**config.mk**
```make
export PLATFORM = sky130hd
export DESIGN_NAME = tree_operand_packer_flat
export DESIGN_NICKNAME = d
export VERILOG_FILES = /design/src/rtl/tree_operand_packer_if.sv /design/src/rtl/tree_operand_packer.sv /design/src/flat_wrapper.sv
export SDC_FILE = /design/constraint.sdc
export NUM_CORES = 1
export LEC_CHECK = 0
export CORE_AREA = 5 5 156 158
export DETAILED_ROUTE_END_ITERATION = 16
export DIE_AREA = 0 0 161 163
export PLACE_DENSITY_LB_ADDON = 0.3
export SYNTH_ARGS = -nofsm -noshare
export SYNTH_HDL_FRONTEND = slang
export SYNTH_SLANG_ARGS = --single-unit
```
**constraint.sdc**
```tcl
create_clock -name clk -period 2.1 [get_ports clk]
set_clock_uncertainty 0.1 [all_clocks]
set_input_delay 0.42 -clock clk [delete_from_list [all_inputs] [get_ports clk]]
set_output_delay 0.42 -clock clk [all_outputs]
set_load 0.005 [all_outputs]
```
**src/rtl/tree_operand_packer_if.sv**
```systemverilog
// Handshake bundle between the PE multiply stage, the operand packer and adder_tree.
// The packer connects through the slave modport. The producer/consumer side connects through the master modport.
interface tree_operand_packer_if #(
    parameter int WIDTH     = 32,
    parameter int INPUT_NUM = 8,
    parameter int CNT_W     = $clog2(INPUT_NUM + 1)
);
    logic                              in_valid;
    logic                              in_ready;
    logic [WIDTH-1:0]                  in_data;
    logic                              in_last;
    logic                              out_valid;
    logic                              out_ready;
    logic [INPUT_NUM-1:0][WIDTH-1:0]   out_data;
    logic [CNT_W-1:0]                  out_count;
    logic                              out_last;

    modport slave (
        input  in_valid, in_data, in_last, out_ready,
        output in_ready, out_valid, out_data, out_count, out_last
    );

    modport master (
        output in_valid, in_data, in_last, out_ready,
        input  in_ready, out_valid, out_data, out_count, out_last
    );
endinterface

```
**src/rtl/tree_operand_packer.sv**
```systemverilog
// Packs a serial product stream into zero-filled INPUT_NUM-lane vectors for adder_tree.
// Optional transfer statistics are enabled with the macro TREE_OPERAND_PACKER_STATS_EN.
module tree_operand_packer #(
    parameter int WIDTH     = 32,
    parameter int INPUT_NUM = 8,
    parameter int CNT_W     = $clog2(INPUT_NUM + 1)
) (
    input  logic                  clk,
    input  logic                  rst,
    tree_operand_packer_if.slave  bus
`ifdef TREE_OPERAND_PACKER_STATS_EN
    ,
    output logic [31:0]           stat_groups,
    output logic [31:0]           stat_partial
`endif
);

    localparam int PTR_W = (INPUT_NUM > 1) ? $clog2(INPUT_NUM) : 1;
    localparam logic [PTR_W-1:0] LAST_PTR = PTR_W'(INPUT_NUM - 1);

    typedef enum logic {
        FILL = 1'b0,
        HOLD = 1'b1
    } state_t;

    state_t                          state_q, state_d;
    logic [PTR_W-1:0]                ptr_q, ptr_d;
    logic [INPUT_NUM-1:0][WIDTH-1:0] data_q, data_d;
    logic [CNT_W-1:0]                count_q, count_d;
    logic                            last_q, last_d;

    logic inReady;
    logic inFire;

    // While holding a vector, an element is accepted only if the vector leaves this same cycle.
    assign inReady = (state_q == FILL) || bus.out_ready;
    assign inFire  = bus.in_valid && inReady;

    assign bus.in_ready  = inReady;
    assign bus.out_valid = (state_q == HOLD);
    assign bus.out_data  = data_q;
    assign bus.out_count = count_q;
    assign bus.out_last  = last_q;

    always_comb begin
        state_d = state_q;
        ptr_d   = ptr_q;
        data_d  = data_q;
        count_d = count_q;
        last_d  = last_q;
        unique case (state_q)
            FILL: begin
                if (inFire) begin
                    data_d[ptr_q] = bus.in_data;
                    if ((ptr_q == LAST_PTR) || bus.in_last) begin
                        state_d = HOLD;
                        count_d = CNT_W'(ptr_q) + CNT_W'(1);
                        last_d  = bus.in_last;
                        ptr_d   = '0;
                    end else begin
                        ptr_d = ptr_q + PTR_W'(1);
                    end
                end
            end
            HOLD: begin
                if (bus.out_ready) begin
                    // Start a fresh zeroed vector so unused lanes never leak old products.
                    state_d = FILL;
                    data_d  = '0;
                    count_d = '0;
                    last_d  = 1'b0;
                    ptr_d   = '0;
                    if (inFire) begin
                        data_d[0] = bus.in_data;
                        if ((INPUT_NUM == 1) || bus.in_last) begin
                            state_d = HOLD;
                            count_d = CNT_W'(1);
                            last_d  = bus.in_last;
                        end else begin
                            ptr_d = PTR_W'(1);
                        end
                    end
                end
            end
            default: state_d = FILL;
        endcase
    end

    always_ff @(posedge clk) begin
        if (!rst) begin
            state_q <= FILL;
            ptr_q   <= '0;
            data_q  <= '0;
            count_q <= '0;
            last_q  <= 1'b0;
        end else begin
            state_q <= state_d;
            ptr_q   <= ptr_d;
            data_q  <= data_d;
            count_q <= count_d;
            last_q  <= last_d;
        end
    end

`ifdef TREE_OPERAND_PACKER_STATS_EN
    logic [31:0] groups_q;
    logic [31:0] partial_q;

    always_ff @(posedge clk) begin
        if (!rst) begin
            groups_q  <= '0;
            partial_q <= '0;
        end else if ((state_q == HOLD) && bus.out_ready) begin
            groups_q <= groups_q + 32'd1;
            if (count_q < CNT_W'(INPUT_NUM)) begin
                partial_q <= partial_q + 32'd1;
            end
        end
    end

    assign stat_groups  = groups_q;
    assign stat_partial = partial_q;
`endif

endmodule

```
**src/flat_wrapper.sv**
```systemverilog
// flat-port wrapper written by rule: the top's interface ports become plain ports
module tree_operand_packer_flat 
#(
    parameter int WIDTH     = 32,
    parameter int INPUT_NUM = 8,
    parameter int CNT_W     = $clog2(INPUT_NUM + 1)
)
  (clk, rst, bus_in_valid, bus_in_data, bus_in_last, bus_out_ready, bus_in_ready, bus_out_valid, bus_out_data, bus_out_count, bus_out_last);
  tree_operand_packer_if #(.WIDTH(WIDTH), .INPUT_NUM(INPUT_NUM), .CNT_W(CNT_W)) bus_i ();
  input  logic clk;
  input  logic rst;
  input wire logic [$bits(bus_i.in_valid)-1:0] bus_in_valid;
  input wire logic [$bits(bus_i.in_data)-1:0] bus_in_data;
  input wire logic [$bits(bus_i.in_last)-1:0] bus_in_last;
  input wire logic [$bits(bus_i.out_ready)-1:0] bus_out_ready;
  output wire logic [$bits(bus_i.in_ready)-1:0] bus_in_ready;
  output wire logic [$bits(bus_i.out_valid)-1:0] bus_out_valid;
  output wire logic [$bits(bus_i.out_data)-1:0] bus_out_data;
  output wire logic [$bits(bus_i.out_count)-1:0] bus_out_count;
  output wire logic [$bits(bus_i.out_last)-1:0] bus_out_last;
  assign bus_i.in_valid = bus_in_valid;
  assign bus_i.in_data = bus_in_data;
  assign bus_i.in_last = bus_in_last;
  assign bus_i.out_ready = bus_out_ready;
  assign bus_in_ready = bus_i.in_ready;
  assign bus_out_valid = bus_i.out_valid;
  assign bus_out_data = bus_i.out_data;
  assign bus_out_count = bus_i.out_count;
  assign bus_out_last = bus_i.out_last;
  tree_operand_packer #(.WIDTH(WIDTH), .INPUT_NUM(INPUT_NUM), .CNT_W(CNT_W)) u_core (.clk(clk), .rst(rst), .bus(bus_i));
endmodule
```
==> metrics.csv <==
stage,metric,value,unit
status,status,"finished, final reports clean",
sta,TNS Setup,0,ps
yosys,synthesized area per cell,10.3,um2
pwr,LEAKAGE,4.92,nW
detailed_routing,routed len/inst,23.1,um
yosys,Synth Flop Type,dfxtp_1,
layout,"Core Util, Final",0.639,
layout,nets@finish,1280,
yosys,synth cell count leaders,"dfxtp_1, a21oi_1, o211ai_1",
clock_tree,clock latency on the worst-skew pair,540,ps
grt,initial antenna violation count,1,
yosys,top cell type's share of synthesized area,0.530,
clock_tree,CTS tree,yes,
sta,WHS,363,ps
yosys,post-synth top area cell,dfxtp_1,
die,Rows,56,
detailed_routing,DR iter-0 viols,737,
clock_tree,hold buffers post-CTS,0,
critical_path,R2R setup slack,70,ps
detailed_routing,routed vias,9424,
sta,Fin. Hold Viols,0,
critical_path,Crit Path Max Fanout,16,
worst_hold_path,HP Class,reg -> reg,
clock_tree,root buf cell,clkbuf_16,
grt,GRT met3 Usage,0.0711,
grt,global routing met2 resource utilization,0.417,
yosys,sequential area share after synthesis,0.530,
yosys,mux cell area share after synthesis,0.00287,
grt,total grt overflow,0,
yosys,Synth async-reset ratio,0,
layout,"Area growth, synth to finish",46.7,%
job,number of max-cap violations,0,
layout,"Design Area, Final",14700,um2
clock_tree,Sinks on Clock Net,265,
yosys,Yosys Warn Count,0,
clock_tree,TritonCTS Buffers,28,
detailed_routing,WL final,35.9,mm
yosys,Syn Inst Count,974,
placement,number of port buffers,299,
grt,pin count of the biggest net entering global routing,60,
detailed_routing,Detail Route Antenna Nets,0,
detailed_routing,drt via density,6.07,
die,Die ar.,26200,um2
die,Die Span Y,163,um
yosys,most frequent cell after synthesis,dfxtp_1,
placement,Placement Cell Area,13700,um2
critical_path,Critical Path Source Type,primary input,
grt,busiest grt layer,met2,
layout,layout cells sized above 1,0.138,
grt,gr usage total,0.258,
detailed_routing,Pre-antenna DRT Iters,5,
sta,max-slew violation count,0,
sta,Least-Margin Pin Slew,1130,ps
clock_tree,register clock-pin slew on the reported worst setup and hold paths,60,ps
yosys,Yosys reg bits,265,
critical_path,R2R depth,3,
yosys,"Distinct cells, synth",43,
sta,Max Clock Freq,491,MHz
yosys,Area contributors post-synth,"dfxtp_1, a32o_1, o211ai_1",
clock_tree,setup bufs post-CTS,0,
sta,Slew headroom,0.245,
yosys,Post-synth EDFFs,0,
pwr,total power,11.6,mW
yosys,Simple-Gate Fraction of Synth Area,0.0881,
die,I/O pins,300,
yosys,Synth Area in Compound Gates,0.312,
placement,DP HPWL,24.0,mm
clock_tree,Clock Path Buffers,3,
sta,RSZ-0062 raised after global routing,false,
layout,fillcell total,1828,
clock_tree,H-tree Lvls,1,
critical_path,Worst setup EP type,flop,
critical_path,worst endpoint required time,2460,ps
placement,routability-driven placement congestion ratio,0.823,
layout,# diodes,0,
grt,first-pass GRT wire length,54.4,mm
critical_path,Arrival @ worst endpoint,2390,ps
critical_path,WS Path Type,in -> reg,
yosys,adder-cell share of the synthesized area,0.00250,
sta,crit path time final,2040,ps
pwr,Pwr per Cell Area,789,nW/um2
die,core area,23000,um2
sta,Final setup violation count,0,
detailed_routing,DRC violations left,0,
pwr,Max VDD drop,0.795,mV
grt,GR met1 Demand/Resource,0.332,
yosys,synthesized net count,1013,
worst_hold_path,hold path depth,1,
sta,Tcrit/Tclk final,0.970,
die,initial core utilization,0.436,
yosys,Synth Area in XOR/XNOR,0,
die,Die X,161,um
yosys,Mapped Area,10000,um2
yosys,largest family of logic cells by synthesized area,compound AO/OA/AOI/OAI gates,
grt,number of global-route vias before repair,9081,
per-stage QoR:
step	setup slack, ps	instances
4_1_cts	90.1	1553
3_5_place_dp	-361	1501
3_3_place_gp	-328	1501
5_1_grt	22.7	1553
2_1_floorplan	413	974
6_report	62.8	1553
critical path, cell delays in order:
cell,delay (ps)
clkdlybuf4s50_1,550
mux2i_2,200
nor3_2,930
a32o_1,280
worst paths after layout:
kind	startpoint	end
worst max-delay path	bus_out_ready	u_core.bus.out_data[48]
worst min-delay path	u_core.bus.out_data[104]	u_core.bus.out_data[104]
worst max register to register	u_core.ptr_q[1]	u_core.bus.out_data[48]
worst min register to register	u_core.bus.out_data[104]	u_core.bus.out_data[104]
power by group:
group	total, mW	internal, mW	switching [mW]
Combinational	1.11	0.468	0.640
Sequential	5.17	5.11	0.0567
Clock	5.32	3.30	2.02
registers in the layout, indices dropped and copies added (netlist names):
| name | flops |
|---|---|
| u_core.bus.out_data | 256 |
| u_core.bus.out_count | 4 |
| u_core.ptr_q | 3 |
| u_core.bus.out_last | 1 |
| u_core.bus.out_valid | 1 |
what timing repair did:
| item | 4_1_cts | 5_1_grt |
|---|---|---|
| gates resized for setup | 3 | 1 |
| pin swaps | 0 | 0 |
| endpoints found under the hold margin | 0 | 0 |
| endpoints found under the setup margin | 2 | 13 |
cell type report:
type,count,area [um2],area share
Sequential cell,265,5310,0.361
Clock buffer,43,858,0.0584
Tap cell,290,363,0.0247
Timing Repair Buffer,371,3870,0.264
Inverter,3,11.3,0.000767
Multi-Input combinational cell,572,4130,0.281
Clock inverter,9,151,0.0103
logic make-up (layout without fill, tap and decap cells):
kind of cell,after synthesis,in the layout
AO/OA/AOI/OAI,397,397
flip-flops,265,265
AND/OR/NAND/NOR,171,171
buffers and inverters,137,426
adder cells (fa/ha/maj),2,2
multiplexers,2,2
routing by layer:
layer,part of all wire,vias up
li1,-,4294
met1,0.40,4554
met2,0.46,484
met3,0.099,90
met4,0.038,2
met5,0.00045,-
cells in the final DEF, fill, tap and decap left out, types with 3 or more instances in the layout:
cell and n:
clkdlybuf4s50_1 298, dfxtp_1 264, a21oi_1 91, o211ai_1 83
a32o_1 80, nand2_1 55, nand3_1 54, o2bb2ai_1 54
buf_4 45, a211oi_1 34, nand4_1 33, clkbuf_16 29
buf_12 27, a31o_2 23, o2bb2ai_2 10, a31o_1 9
clkbuf_8 8, clkbuf_1 6, o21ai_0 5, bufinv_16 4
clkinv_2 4, a21oi_2 3, nor2b_1 3
Power figures use the tool's default switching activity.
